==> src/rtl/fifo_to_axis_mux.sv <==
// Multi-queue egress stage: drains NUM_QUEUES FWFT FIFO heads onto one AXI4-Stream master,
// one whole packet at a time, round-robin between queues.
// Latency: one grant cycle, then one cycle from FIFO head to the registered AXIS output.
// Full rate inside a packet, one bubble between packets.
// Backpressure: a stalled m_tready holds the output register and suppresses q_rd.
// Ports: clk/reset (sync, active-high); enable gates new grants; q_empty/q_dout/q_rd form the
//        per-queue FWFT read ports; m_t* is the AXIS master; word_cnt/pkt_cnt count accepted
//        beats/packets; err_short flags a non-last beat with a partial strobe (sticky).
module fifo_to_axis_mux #(
    parameter int TDATA_BYTES = 32,
    parameter int CNT_W       = 5,
    parameter int SRC_W       = 16,
    parameter int TUSER_WIDTH = 128,
    parameter int TID_WIDTH   = 4,
    parameter int TDEST_WIDTH = 4,
    parameter int NUM_QUEUES  = 4,
    parameter int QID_W       = 2,
    localparam int ENTRY_W    = SRC_W + 8*TDATA_BYTES + CNT_W + 1
) (
    input  logic                          clk,
    input  logic                          reset,
    input  logic                          enable,
    input  logic [NUM_QUEUES-1:0]         q_empty,
    input  logic [NUM_QUEUES*ENTRY_W-1:0] q_dout,
    output logic [NUM_QUEUES-1:0]         q_rd,
    output logic                          m_tvalid,
    input  logic                          m_tready,
    output logic [8*TDATA_BYTES-1:0]      m_tdata,
    output logic [TDATA_BYTES-1:0]        m_tstrb,
    output logic                          m_tlast,
    output logic [TID_WIDTH-1:0]          m_tid,
    output logic [TDEST_WIDTH-1:0]        m_tdest,
    output logic [TUSER_WIDTH-1:0]        m_tuser,
    output logic [31:0]                   word_cnt,
    output logic [31:0]                   pkt_cnt,
    output logic                          err_short
);

    typedef enum logic {S_IDLE, S_XFER} state_t;

    state_t                   state_q, state_d;
    logic [QID_W-1:0]         grant_q, grant_d;
    logic [QID_W-1:0]         rr_ptr_q, rr_ptr_d;
    logic                     tvalid_q, tvalid_d;
    logic [8*TDATA_BYTES-1:0] tdata_q, tdata_d;
    logic [TDATA_BYTES-1:0]   tstrb_q, tstrb_d;
    logic                     tlast_q, tlast_d;
    logic [TDEST_WIDTH-1:0]   tdest_q, tdest_d;
    logic [SRC_W-1:0]         src_q, src_d;
    logic [31:0]              word_cnt_q, word_cnt_d;
    logic [31:0]              pkt_cnt_q, pkt_cnt_d;
    logic                     err_short_q, err_short_d;

    logic [ENTRY_W-1:0]       head;
    logic                     head_last;
    logic [CNT_W-1:0]         head_cnt;
    logic [TDATA_BYTES-1:0]   head_strb;
    logic                     hs;
    logic                     load;
    logic                     found;
    int                       arb_idx;

    // Head of the granted queue, split into its fields.
    always_comb begin
        head      = q_dout[int'(grant_q)*ENTRY_W +: ENTRY_W];
        head_last = head[0];
        head_cnt  = head[CNT_W:1];
        head_strb = '0;
        for (int j = 0; j < TDATA_BYTES; j++) begin
            head_strb[j] = (j <= int'(head_cnt));
        end
    end

    assign hs   = tvalid_q && m_tready;
    // The output register may take a new beat when it is empty or being drained this cycle.
    assign load = (state_q == S_XFER) && !q_empty[grant_q] && (!tvalid_q || m_tready);

    always_comb begin
        state_d     = state_q;
        grant_d     = grant_q;
        rr_ptr_d    = rr_ptr_q;
        tvalid_d    = tvalid_q;
        tdata_d     = tdata_q;
        tstrb_d     = tstrb_q;
        tlast_d     = tlast_q;
        tdest_d     = tdest_q;
        src_d       = src_q;
        err_short_d = err_short_q;
        q_rd        = '0;
        found       = 1'b0;
        arb_idx     = 0;

        case (state_q)
            S_IDLE: begin
                if (enable) begin
                    // Search starts one past the last winner so every queue gets a turn.
                    for (int i = 1; i <= NUM_QUEUES; i++) begin
                        arb_idx = (int'(rr_ptr_q) + i) % NUM_QUEUES;
                        if (!found && !q_empty[arb_idx]) begin
                            found   = 1'b1;
                            grant_d = QID_W'(arb_idx);
                        end
                    end
                    if (found) begin
                        rr_ptr_d = grant_d;
                        state_d  = S_XFER;
                    end
                end
            end
            S_XFER: begin
                if (load) begin
                    q_rd[grant_q] = 1'b1;
                    if (head_last) begin
                        state_d = S_IDLE;
                    end
                end
            end
            default: state_d = S_IDLE;
        endcase

        if (load) begin
            tvalid_d = 1'b1;
            tdata_d  = head[CNT_W+1 +: 8*TDATA_BYTES];
            tstrb_d  = head_strb;
            tlast_d  = head_last;
            tdest_d  = TDEST_WIDTH'(grant_q);
            src_d    = head[ENTRY_W-1 -: SRC_W];
            if (!head_last && (head_cnt != CNT_W'(TDATA_BYTES-1))) begin
                err_short_d = 1'b1;
            end
        end else if (m_tready) begin
            tvalid_d = 1'b0;
        end

        word_cnt_d = word_cnt_q + 32'(hs);
        pkt_cnt_d  = pkt_cnt_q + 32'(hs && tlast_q);
    end

    always_ff @(posedge clk) begin
        if (reset) begin
            state_q     <= S_IDLE;
            grant_q     <= '0;
            rr_ptr_q    <= QID_W'(NUM_QUEUES-1);
            tvalid_q    <= 1'b0;
            tdata_q     <= '0;
            tstrb_q     <= '0;
            tlast_q     <= 1'b0;
            tdest_q     <= '0;
            src_q       <= '0;
            word_cnt_q  <= '0;
            pkt_cnt_q   <= '0;
            err_short_q <= 1'b0;
        end else begin
            state_q     <= state_d;
            grant_q     <= grant_d;
            rr_ptr_q    <= rr_ptr_d;
            tvalid_q    <= tvalid_d;
            tdata_q     <= tdata_d;
            tstrb_q     <= tstrb_d;
            tlast_q     <= tlast_d;
            tdest_q     <= tdest_d;
            src_q       <= src_d;
            word_cnt_q  <= word_cnt_d;
            pkt_cnt_q   <= pkt_cnt_d;
            err_short_q <= err_short_d;
        end
    end

    assign m_tvalid  = tvalid_q;
    assign m_tdata   = tdata_q;
    assign m_tstrb   = tstrb_q;
    assign m_tlast   = tlast_q;
    assign m_tid     = '0;
    assign m_tdest   = tdest_q;
    assign m_tuser   = TUSER_WIDTH'(src_q);
    assign word_cnt  = word_cnt_q;
    assign pkt_cnt   = pkt_cnt_q;
    assign err_short = err_short_q;

endmodule

==> config.mk <==
export PLATFORM = sky130hd
export DESIGN_NAME = fifo_to_axis_mux
export DESIGN_NICKNAME = d
export VERILOG_FILES = /design/src/rtl/fifo_to_axis_mux.sv
export SDC_FILE = /design/constraint.sdc
export NUM_CORES = 1
export LEC_CHECK = 0
export BUFFER_PORTS_ARGS = -buffer_cell sky130_fd_sc_hd__buf_2
export CORE_AREA = 2 2 626 628
export CTS_BUF_LIST = sky130_fd_sc_hd__clkbuf_16
export DETAILED_ROUTE_END_ITERATION = 8
export DIE_AREA = 0 0 628 630
export GPL_ROUTABILITY_DRIVEN = 0
export HOLD_SLACK_MARGIN = 0.05
export SLEW_MARGIN = 20
export SYNTH_ARGS = -nofsm -noshare
export SYNTH_HDL_FRONTEND = slang
export SYNTH_SLANG_ARGS = --single-unit
==> constraint.sdc <==
create_clock -name clk -period 2.9 [get_ports clk]
set_input_delay 0.29 -clock clk [delete_from_list [all_inputs] [get_ports clk]]
set_output_delay 0.29 -clock clk [all_outputs]
set_load 0.05 [all_outputs]
---- Word-level counts from Yosys, hierarchy flattened ----
Index checks and enable logic that the tools add are counted.
word-level totals
  logic and storage cells ................. 131
  bits of input ports ..................... 1120
  register bits after elaboration ......... 378
operators by class
  mux-type cells .......................... 41
  reduce and logical (&&, ||, !) cells .... 27
  multiply operators ...................... 1
  add/subtract/negate cells ............... 6
  equal/unequal tests ..................... 1
  $lt $le $gt $ge ......................... 37
  bitwise operators ....................... 5
  shift operators ......................... 1
operator list
  operator                                                        number
  variable part select 1112 x 12 -> 278 bit                       1
  less-or-equal comparator 5 bit (first input constant)           16
  adder 32 x 1 -> 32 bit                                          2
  less-or-equal comparator 4 x 5 -> 1 bit (first input constant)  8
  two-way mux 1 bit                                               28
  less-or-equal comparator 3 x 5 -> 1 bit (first input constant)  4
  < comparator 3 x 4 -> 1 bit (second input constant)             4
  binary-select mux 1 bit (select 2 bit)                          5
  less-or-equal comparator 2 x 5 -> 1 bit (first input constant)  2
  multiplier 2 x 8 -> 10 bit (second input constant)              1
  logical AND 1 bit                                               9
  logical NOT 1 bit                                               9
  two-way mux 2 bit                                               4
  two-way mux 4 bit                                               2
  OR reduction 2 bit                                              4
  less-or-equal comparator 1 x 5 -> 1 bit (first input constant)  1
  != test 5 bit (second input constant)                           1
  adder 2 x 1 -> 2 bit (second input constant)                    2
  adder 2 bit (second input constant)                             2
  bitwise AND 1 bit (first input constant)                        4
  AND reduction 2 bit                                             2
  < comparator 2 x 3 -> 1 bit (second input constant)             1
  AND reduction 3 bit                                             1
  demux 1 bit (select 2 bit)                                      1
  other kinds (5)                                                 5

---- Depth between registers and ports, before layout ----
Gate-level depths: netlist of the first run.
  word-level depth ........................ 27
  gate-level depth with buffers ........... 9
  gate-level depth less buffers ........... 8

---- Worst setup path before layout of the first run ----
No wires, ideal clock.
  kind .................................... register -> register
  from .................................... register tvalid_q (netlist: m_tvalid)
  to ...................................... register word_cnt_q[20] (netlist: word_cnt[20])
  clock period less this slack ............ 2.403 ns
  data required time ...................... 2.772 ns
  path buffers ............................ 0
  slack ................................... 0.497 ns
  arrival ................................. 2.276 ns
  cell stages (with the launch flop) ...... 9
  cell sequence ........................... dfxtp_1 -> and2_1 -> ha_1 -> ha_1 -> nand4_1 -> nor4_2 -> nand4_1 -> xor2_1 -> nor2_1
on the way
  cells in the longest elaborated chain, start to end .. 2
RTL lines
  item                    RTL line  text
  start, declared         44        logic tvalid_q, tvalid_d;
  start signal, assigned  157       tvalid_q <= tvalid_d;
  logical AND 1 bit       74        assign hs = tvalid_q && m_tready;
  adder 32 x 1 -> 32 bit  135       word_cnt_d = word_cnt_q + 32'(hs);
  end signal, assigned    163       word_cnt_q <= word_cnt_d;
  end, declared           50        logic [31:0] word_cnt_q, word_cnt_d;
No other way between the ends.
A chain may end at the register's enable or synchronous reset.

---- Worst setup path after layout of the first run ----
  from .................................... register grant_q[1]
  to ...................................... register tdata_q[220] (netlist: m_tdata[220])
on the way
  cells in the longest elaborated chain, start to end .. 5
RTL lines
  item                                                                                RTL line  text
  start, declared                                                                     42        logic [QID_W-1:0] grant_q, grant_d;
  start signal, assigned                                                              155       grant_q <= grant_d;
  parallel branches: the longest is 5 deep, another holds multiplier 2 x 8 -> 10 bit  n/a
  end signal, assigned                                                                158       tdata_q <= tdata_d;
  end, declared                                                                       45        logic [8*TDATA_BYTES-1:0] tdata_q, tdata_d;
Several ways; the timed one is not identified. The select of a mux whose other input is x is not followed.

==> summary.txt, run 1 <==
Comb pwr share - 36.1%
Vias - 31,100
Number of synthesized flops with an enable pin - 0
Syn avg cell area - 9.74 um^2
Worst clock skew - 0.0653 ns
HP Class - input pin to register
Fillers - 44,700
Maxcap violations - 0
VDD IR max - 0.495 mV
Fin nets - 5,421
Non-Filler Instances - 9,975
Drt total wl - 339,000 um
GRT overflow - 0
Post-route ant nets - 0
First-pass GRT wire length - 399,000 um
Part of the power in registers - 28.1%
Flop and latch count out of synthesis - 378
CTS tree - yes
Placed cells - 8,772
Die width - 628 um
Final setup fails - 0
Count of final hold-check violations - 0
Worst setup EP type - register
Status - finished, final reports clean
Post-DP HPWL - 305,000 um
Worst-case clock buffer depth - 3
Most common cell after layout, fill and taps aside - buf_2
Slew HR - 37.4%
Register Area - 0.00757 mm^2
CP arrival - 3.36 ns
Fmax - 367 MHz
Clock power share - 35.8%
Library cells used by synthesis - 62
Most frequent cells in the layout - buf_2, dlygate4sd3_1, nand2_1, dfxtp_1, a21oi_1
Core ar. - 0.388 mm^2
Main synth FF type - dfxtp_1
Power density cells - 456 mW/mm^2
Share of layout cells above drive strength 1 - 44.7%
NetSw - 8.04 mW
Vias/cell - 3.11
Sequential element share of the synthesized area - 35.1%
Initial Util - 5.56%
Pin slew with the least headroom to its limit - 0.939 ns
Internal - 12.3 mW
Multi-input logic area - 0.0127 mm^2
Vias in the first global route - 27,900
Die H - 630 um
Fin crit period - 2.72 ns
Die area - 0.396 mm^2
Mapped cell area - 0.0216 mm^2
Syn Inst Count - 2,215
Fin. max-slew vios - 0
GR Util All Layers - 16.4%
Aggregate negative setup slack - 0 ns
CP Max Fanout - 100
Largest net degree at the start of global routing - 101
First-pass DRT Iterations - 6
CTS Buf Count - 54
Row cnt - 229
Reg2reg setup slack - 0.18 ns
Startpoint types - register
DRT iter0 DRCs - 3,194
Reg-to-reg critical path startpoint - grant_q[1]
Area grow syn2layout - 107%
Worst setup path class - register to register
Min-delay src - q_dout[351]
DR WL/cell - 34.0 um
RSZ-0062 raised after global routing - false
Residual DRC - 0
Switch share - 39.6%
Worst Setup SP - grant_q[1]
Port bufs - 1,496
Synth warn - 0
Clk_lat worst skew - 0.79 ns
Final worst path period share - 93.9%
H-Tree Depth - 2
Initial antenna violation count - 556
Clock transition at path regs - 0.06 ns
Ys async rst share - 0%
Leakage power - 17.0 nW
Clk sinks - 378
I/O Pins - 1,615
Root buf cell - clkbuf_16
WP data required - 3.53 ns
==> routing by layer <==
metal / track usage, % / vias to the layer above / wire length [um]
met1: 16.1 / 14400 / 112000
li1: - / 12400 / -
met3: 9.73 / 1274 / 46400
met5: 0.543 / - / 1630
met2: 26.9 / 2781 / 155000
met4: 9.27 / 242 / 24600
==> cell families after synthesis <==
group | synth area share [%]
AOI/OAI and AO/OA | 8.75
xor gates and xnor gates | 2.23
adders and majority gates | 0.290
buffers and inverters | 8.30
DFF | 35.1
muxes | 29.4
other | 0.0174
and+or+nand+nor | 16.0
==> per-stage QoR <==
| step | util (%) | power (mW) | setup WS (ns) | hold slack [ns] | cell area [um^2] |
|---|---|---|---|---|---|
| 5_1_grt | 11.3 | 21.1 | 0.0507 | 0.0617 | 44000 |
| 2_1_floorplan | - | 9.49 | 0.497 | 0.494 | 22000 |
| 4_1_cts | 11.2 | 20.7 | 0.0231 | 0.0502 | 43500 |
| 3_5_place_dp | 9.01 | 11.9 | 0.108 | 0.440 | 35000 |
| 3_3_place_gp | 9.01 | 11.8 | 0.168 | 0.436 | 35000 |
| 6_report | 11.5 | 20.3 | 0.177 | 0.0963 | 44600 |
==> cell usage after synthesis, types with 4 or more instances <==
cell      number  share of area (%)
and4_1         9               0.37
nand3_1       23               0.53
xnor2_1       20               0.81
a211oi_1      10               0.35
nand2b_1       5               0.15
and3_1         8               0.23
and2_1         7               0.20
buf_2        101                2.3
or3_1          8               0.23
nor2_1       100                1.7
nor3_1        14               0.32
xor2_1        35                1.4
o21bai_1       4               0.14
clkbuf_1      70                1.2
mux2i_1        4               0.19
o21ai_0       12               0.28
mux4_2       279                 29
a22oi_1        4               0.14
inv_1         12               0.21
buf_4        119                4.1
buf_1         13               0.23
nand2_1      593                 10
nor2b_1        6               0.17
ha_1           5               0.29
nand4_1       25               0.73
nor4_1         8               0.23
dfxtp_1      378                 35
a21oi_1      297                6.9
==> cell type report <==
type,count,area share [%]
timing repair buffer,2214,33.4
multi-input combinational,1636,28.5
sequential,378,17.0
tap,5197,14.6
clock buffer,54,3.03
antenna,437,2.45
clock inverter,47,0.943
inverter,12,0.101
==> worst max-delay path, stage by stage (launching register included) <==
cell and delay (ns):
dfxtp_4 0.51, buf_12 0.44, buf_4 0.37, mux4_2 0.34, dlygate4sd3_1 0.59, nand2_1 0.07
a21oi_1 0.06
==> flip-flops by register name (all words and copies together) (netlist names), 2 cells and up <==
name      count
m_tstrb      32
grant_q       2
src_q        16
m_tdata     256
word_cnt     32
m_tdest       2
pkt_cnt      32
rr_ptr_q      2
==> worst paths after layout <==
path	cells after the start	endpoint
setup / recovery	6	m_tdata[220]
hold / removal	4	m_tdata[67]
setup reg to reg	6	m_tdata[220]
hold reg to reg	2	m_tdata[131]
==> power groups by stage <==
stage / Clock [mW] / Combinational, mW / Sequential, mW
5_1_grt: 7.70 / 7.68 / 5.73
3_5_place_dp: 0 / 6.05 / 5.81
3_3_place_gp: 0 / 6.02 / 5.80
4_1_cts: 7.60 / 7.37 / 5.69
6_report: 7.28 / 7.33 / 5.70
2_1_floorplan: 0 / 2.68 / 6.81
==> timing repair <==
| action | CTS | global route |
|---|---|---|
| hold endpoints to repair | 253 | 0 |
| resized for setup | 12 | 2 |
| buffers inserted | 1 | 0 |
| hold buffers | 664 | 0 |
| setup endpoints to repair | 4 | 3 |
| pin swaps | 0 | 0 |
No activity file was read; power rests on OpenSTA's default activity.
==> run 2: changes to the inputs <==
--- a/config.mk
+++ b/config.mk
@@ -12,6 +12,8 @@
 export DIE_AREA = 0 0 628 630
 export GPL_ROUTABILITY_DRIVEN = 0
 export HOLD_SLACK_MARGIN = 0.05
+export PLACE_DENSITY_LB_ADDON = 0.2
+export RECOVER_POWER = 25
 export SLEW_MARGIN = 20
 export SYNTH_ARGS = -nofsm -noshare
 export SYNTH_HDL_FRONTEND = slang
==> constraint.sdc (replaced) <==
create_clock -name clk -period 2.9 [get_ports clk]
set_input_delay 0.145 -clock clk [delete_from_list [all_inputs] [get_ports clk]]
set_output_delay 0.145 -clock clk [all_outputs]
set_load 0.05 [all_outputs]
==> run 2 against run 1 <==
  * Sequential power grew 1%
  * Final cell count shrank 2.1%
  * Die area is the same
  * Critical path type unchanged
  * Register-to-register slack lost 0.11 ns
  * Worst hold slack gained 0.060 ns
  * Routed wire length shrank 16%
  * Critical path depth is the same
  * Total power shrank 1.2%
  * Clock-buffer cell count grew 4
  * Final area grew 0.12%
==> summary.txt, run 2 (same netlist as run 1, synthesis figures left out) <==
CP Max Fanout - 101 (was 100)
CP arrival - 3.42 ns (was 3.36 ns)
Placed Area - 0.0351 mm^2 (was 0.0350 mm^2)
Max stage delay on crit path - 0.57 ns (was 0.59 ns)
Root buf cell - clkbuf_16 (unchanged)
Aggregate negative setup slack - 0 ns (unchanged)
I/O Pins - 1,615 (unchanged)
Non-Filler Instances - 9,765 (was 9,975)
Leakage power - 17.4 nW (was 17.0 nW)
Tot Pwr - 20.1 mW (was 20.3 mW)
H-Tree Depth - 2 (unchanged)
Most frequent cells in the layout - buf_2, dlygate4sd3_1, nand2_1, dfxtp_1, a21oi_1 (unchanged)
Worst setup path class - register to register (unchanged)
Clk sinks - 378 (unchanged)
First-pass GRT wire length - 350,000 um (was 399,000 um)
Most common cell after layout, fill and taps aside - buf_2 (unchanged)
Hold Slack - 0.156 ns (was 0.0963 ns)
Post-DP HPWL - 256,000 um (was 305,000 um)
Vias/cell - 3.01 (was 3.11)
Vias - 29,400 (was 31,100)
VDD IR max - 0.468 mV (was 0.495 mV)
Count of final hold-check violations - 0 (unchanged)
Final WS setup - 0.0624 ns (was 0.177 ns)
Fmax - 352 MHz (was 367 MHz)
RSZ-0062 raised after global routing - true (was false)
Die width - 628 um (unchanged)
Worst clock skew - 0.0516 ns (was 0.0653 ns)
Core ar. - 0.388 mm^2 (unchanged)
CP cell instances - buf_12, buf_6, mux4_2, dlygate4sd3_1, nand2_1, a21oi_1 (was buf_12, buf_4, mux4_2, dlygate4sd3_1, nand2_1, a21oi_1)
Clk_lat worst skew - 0.74 ns (was 0.79 ns)
Area grow syn2layout - 107% (about the same)
Final setup fails - 0 (unchanged)
Startpoint types - register (unchanged)
Final worst path period share - 97.8% (was 93.9%)
Port bufs - 1,496 (unchanged)
Fin. max-slew vios - 0 (unchanged)
Worst setup EP type - register (unchanged)
Clock transition at path regs - 0.06 ns (about the same)
DRT iter0 DRCs - 2,010 (was 3,194)
Die area - 0.396 mm^2 (unchanged)
Fin crit period - 2.84 ns (was 2.72 ns)
Hold Path Stages - 4 (unchanged)
Maxcap violations - 0 (unchanged)
Die H - 630 um (unchanged)
Crit. path cell count - 6 (unchanged)
CTS tree - yes (unchanged)
Drt total wl - 287,000 um (was 339,000 um)
Residual DRC - 0 (unchanged)
Number of flip-flops under the largest register name - 256 (unchanged)
Row cnt - 229 (unchanged)
Worst r2r path cells - 6 (unchanged)
Share of layout cells above drive strength 1 - 43.9% (was 44.7%)
Worst-case clock buffer depth - 3 (unchanged)
Initial Util - 5.56% (unchanged)
Final Util - 11.5% (about the same)
DR WL/cell - 29.4 um (was 34.0 um)
WP data required - 3.48 ns (was 3.53 ns)
Power density cells - 450 mW/mm^2 (was 456 mW/mm^2)
Largest net degree at the start of global routing - 102 (was 101)
GR Util All Layers - 13.9% (was 16.4%)
Finished Cell Area - 0.0446 mm^2 (about the same)
Placed cells - 8,792 (was 8,772)
Post-route ant nets - 0 (unchanged)
Slew HR - 30.6% (was 37.4%)
HP Class - input pin to register (unchanged)
Pin slew with the least headroom to its limit - 1.04 ns (was 0.939 ns)
Worst path slowest cell - dlygate4sd3_1 (unchanged)
Fin nets - 5,518 (was 5,421)
CP delay by family, top - buffers and inverters (unchanged)
CP Buf/Inv Count - 3 (unchanged)
Initial antenna violation count - 430 (was 556)
CTS Buf Count - 58 (was 54)
First-pass DRT Iterations - 7 (was 6)
Place WS - 0.434 ns (was 0.108 ns)
Status - finished, final reports clean (unchanged)
Vias in the first global route - 28,400 (was 27,900)
GRT overflow - 0 (unchanged)
run 2: cell count changes in the layout (fill, tap and decap cells not counted), moves of 4 or more:
cell,change
diode_2,-304
dlygate4sd3_1,+68
buf_4,+22
inv_1,+10
clkinv_4,-6
inv_6,-6
clkbuf_16,+5
clkinv_1,+5
clkinv_2,-5
buf_12,-4
run 2: worst min-delay path, stage by stage:
cell and delay [ns]:
buf_2 0.12, mux4_2 0.24, nand2_1 0.14, a21oi_1 0.18
run 2: cell type report:
type / instances / area, um^2
tap: 5197 / 6500
fill: 45000 / 344000
inverter: 12 / 45.0
sequential: 378 / 7570
multi-input combinational: 1637 / 12700
clock buffer: 58 / 1450
antenna: 133 / 333
timing repair buffer: 2306 / 15700
clock inverter: 44 / 308
run 2: report_power, final:
part	switching (mW)	leakage, nW	internal [mW]	total (mW)
Sequential	0.252	3.07	5.51	5.76
Clock	3.19	0.907	3.86	7.04
Combinational	4.15	13.4	3.10	7.26
run 2: timing repair:
action,4_1_cts,5_1_grt
gates resized for setup,0,8
endpoints found under the setup margin,0,58
setup buffers,0,4
hold buffers,732,0
endpoints found under the hold margin,280,0
run 2: metal layers:
layer  wire length, um  track usage, %
met5              1060               0
met4             10400            3.00
met3             29400            5.82
met2            141000            24.6
met1            105000            15.3
run 2: path summary, 6_finish.rpt:
| path | start | to | slack [ns] |
|---|---|---|---|
| worst min-delay path | q_dout[735] | m_tdata[173] | 0.16 |
| worst min register to register | m_tdata[148] | m_tdata[148] | 0.44 |
| worst max register to register | grant_q[1] | m_tdata[239] | 0.06 |
| worst max-delay path | grant_q[1] | m_tdata[239] | 0.06 |
==> run 3: changes to the inputs <==
--- a/config.mk
+++ b/config.mk
@@ -6,10 +6,10 @@
 export NUM_CORES = 1
 export LEC_CHECK = 0
 export BUFFER_PORTS_ARGS = -buffer_cell sky130_fd_sc_hd__buf_2
-export CORE_AREA = 2 2 626 628
+export CORE_AREA = 3 3 631 633
 export CTS_BUF_LIST = sky130_fd_sc_hd__clkbuf_16
 export DETAILED_ROUTE_END_ITERATION = 8
-export DIE_AREA = 0 0 628 630
+export DIE_AREA = 0 0 634 636
 export GPL_ROUTABILITY_DRIVEN = 0
 export HOLD_SLACK_MARGIN = 0.05
 export PLACE_DENSITY_LB_ADDON = 0.2
==> constraint.sdc (replaced) <==
create_clock -name clk -period 3.03 [get_ports clk]
set_input_delay 0.1515 -clock clk [delete_from_list [all_inputs] [get_ports clk]]
set_output_delay 0.1515 -clock clk [all_outputs]
set_load 0.05 [all_outputs]
==> run 3 against run 2 <==
  * Via count is 1.0% lower
  * Clock power is 3.0% lower
  * Clock skew is 0.020 ns lower
  * Core utilization is 0.51 points lower
  * First-iteration DRC count is 2.0% lower
  * Register-to-register slack better by 0.02 ns
  * Total power is 4.3% lower
  * Die area is 1.9% higher
  * Sequential power is 4.7% lower
  * Final area is 3.4% lower
  * Critical endpoint is now m_tdata[31]
  * Largest power group unchanged
==> summary.txt, run 3 (same netlist as run 1, synthesis figures left out) <==
Fillers - 45,800 (was 45,000)
Post-Route M1 WL - 95,400 um (was 105,000 um)
Worst r2r dst - m_tdata[31] (was m_tdata[239])
Status - finished, final reports clean (unchanged)
Pin slew with the least headroom to its limit - 1.29 ns (was 1.04 ns)
CTS Buf Count - 58 (unchanged)
Met2 Wirelength - 138,000 um (was 141,000 um)
Worst r2r path cells - 7 (was 6)
Final worst path period share - 97.3% (was 97.8%)
Postcts setup bufs - 0 (unchanged)
Slew HR - 13.8% (was 30.6%)
WP data required - 3.64 ns (was 3.48 ns)
Placed cells - 8,822 (was 8,792)
GRT overflow - 0 (unchanged)
Max stage delay on crit path - 0.59 ns (was 0.57 ns)
Share of layout cells above drive strength 1 - 41.4% (was 43.9%)
CP Buf/Inv Count - 4 (was 3)
Worst path slowest cell - dlygate4sd3_1 (unchanged)
Drt total wl - 283,000 um (was 287,000 um)
HP Class - input pin to register (unchanged)
Row cnt - 230 (was 229)
Register Area - 0.00757 mm^2 (unchanged)
Maxcap violations - 0 (unchanged)
Place WS - 0.0949 ns (was 0.434 ns)
Port bufs - 1,496 (unchanged)
Fin nets - 5,397 (was 5,518)
Multi-input logic area - 0.0127 mm^2 (about the same)
Tot Pwr - 19.2 mW (was 20.1 mW)
Initial antenna violation count - 442 (was 430)
Fin. max-slew vios - 0 (unchanged)
Worst setup EP type - register (unchanged)
Final WS setup - 0.0833 ns (was 0.0624 ns)
First-pass GRT wire length - 344,000 um (was 350,000 um)
Area grow syn2layout - 99.9% (was 107%)
Non-Filler Instances - 9,593 (was 9,765)
CTS tree - yes (unchanged)
Initial Util - 5.49% (was 5.56%)
Root buf cell - clkbuf_16 (unchanged)
Reg-to-reg critical path startpoint - grant_q[0] (was grant_q[1])
Clk_lat worst skew - 0.71 ns (was 0.74 ns)
Power density cells - 445 mW/mm^2 (was 450 mW/mm^2)
Leakage power - 16.2 nW (was 17.4 nW)
DRT iter0 DRCs - 1,970 (was 2,010)
Worst Setup SP - grant_q[0] (was grant_q[1])
CP cell instances - buf_12, buf_12, buf_12, mux4_2, dlygate4sd3_1, nand2_1, a21oi_1 (was buf_12, buf_6, mux4_2, dlygate4sd3_1, nand2_1, a21oi_1)
Worst-case clock buffer depth - 3 (unchanged)
Fin crit period - 2.95 ns (was 2.84 ns)
Post-DP HPWL - 254,000 um (was 256,000 um)
Die area - 0.403 mm^2 (was 0.396 mm^2)
CP Max Fanout - 47 (was 101)
Met3 routed WL - 38,800 um (was 29,400 um)
Fmax - 339 MHz (was 352 MHz)
Die width - 634 um (was 628 um)
Worst setup path class - register to register (unchanged)
I/O Pins - 1,615 (unchanged)
Largest net degree at the start of global routing - 94 (was 102)
Reg2reg setup slack - 0.08 ns (was 0.06 ns)
Worst clock skew - 0.0313 ns (was 0.0516 ns)
Die H - 636 um (was 630 um)
Count of final hold-check violations - 0 (unchanged)
Clock transition at path regs - 0.06 ns (about the same)
Startpoint types - register (unchanged)
GR Util All Layers - 13.5% (was 13.9%)
CP arrival - 3.56 ns (was 3.42 ns)
Clk sinks - 378 (unchanged)
Number of flip-flops under the largest register name - 256 (unchanged)
Vias in the first global route - 27,800 (was 28,400)
Final setup fails - 0 (unchanged)
VDD IR max - 0.447 mV (was 0.468 mV)
Residual DRC - 0 (unchanged)
Most frequent cells in the layout - buf_2, dlygate4sd3_1, nand2_1, dfxtp_1, a21oi_1 (unchanged)
Core ar. - 0.393 mm^2 (was 0.388 mm^2)
Post-route ant nets - 0 (unchanged)
Top Layer Used - met5 (unchanged)
Most common cell after layout, fill and taps aside - buf_2 (unchanged)
Crit path capture - m_tdata[31] (was m_tdata[239])
Vias/cell - 3.03 (was 3.01)
H-Tree Depth - 2 (unchanged)
CP delay by family, top - buffers and inverters (unchanged)
Vias - 29,100 (was 29,400)
CP most frequent cell - buf_12
DR WL/cell - 29.5 um (was 29.4 um)
Crit. path cell count - 7 (was 6)
RSZ-0062 raised after global routing - true (unchanged)
First-pass DRT Iterations - 5 (was 7)
run 3: layout make-up:
cell class	count	share of cell area [%]
clock inverter	50	0.842
sequential	378	17.6
tap	5220	15.2
inverter	12	0.104
multi-input combinational	1636	29.4
clock buffer	59	3.43
antenna	52	0.302
timing repair buffer	2186	33.2
run 3: worst register-to-register path, delay by kind of cell, from the launching register on:
kind                   cells  cell delay (ns)
flip-flops                 1             0.50
buffers and inverters      4             1.55
multiplexers               1             0.65
AO/OA/AOI/OAI              1             0.07
AND/OR/NAND/NOR            1             0.07
run 3: worst min-delay path by stage:
stage | from | end | slack (ns) | cells past startpoint
after floorplan | m_tready | m_tvalid | 0.42 | 2
after global placement | m_tdata[112] | m_tdata[112] | 0.44 | 2
after detailed placement | m_tdata[174] | m_tdata[174] | 0.44 | 2
after CTS | q_dout[0] | m_tlast | 0.05 | 4
after global routing | q_dout[0] | m_tlast | 0.13 | 4
final | q_dout[0] | m_tlast | 0.17 | 4
run 3: power by group:
part	leakage (nW)	internal [mW]	switching [mW]
clock	0.936	3.85	2.99
combinational	12.2	2.96	3.91
sequential	3.07	5.27	0.214
run 3: what timing repair did:
| action | 4_1_cts | 5_1_grt |
|---|---|---|
| resized for setup | 0 | 3 |
| hold buffers | 608 | 0 |
| hold endpoints to repair | 282 | 0 |
| setup endpoints to repair | 0 | 86 |
run 3: metrics by stage:
step	area (um^2)	TNS, ns	hold WS [ns]	utilization (%)
global route	43000	-4.68	0.125	11.0
finish	43100	0	0.165	11.0
detailed placement	35200	0	0.440	8.97
CTS	43100	0	0.0535	11.0
floorplan	22000	0	0.420	-
global placement	35200	0	0.437	8.97
run 3: per-layer routing:
| layer | up-vias | GRT usage, % |
|---|---|---|
| met4 | 294 | 2.52 |
| met5 | - | 0 |
| met1 | 14000 | 13.5 |
| met3 | 952 | 8.34 |
| met2 | 1970 | 23.7 |
| li1 | 11900 | - |
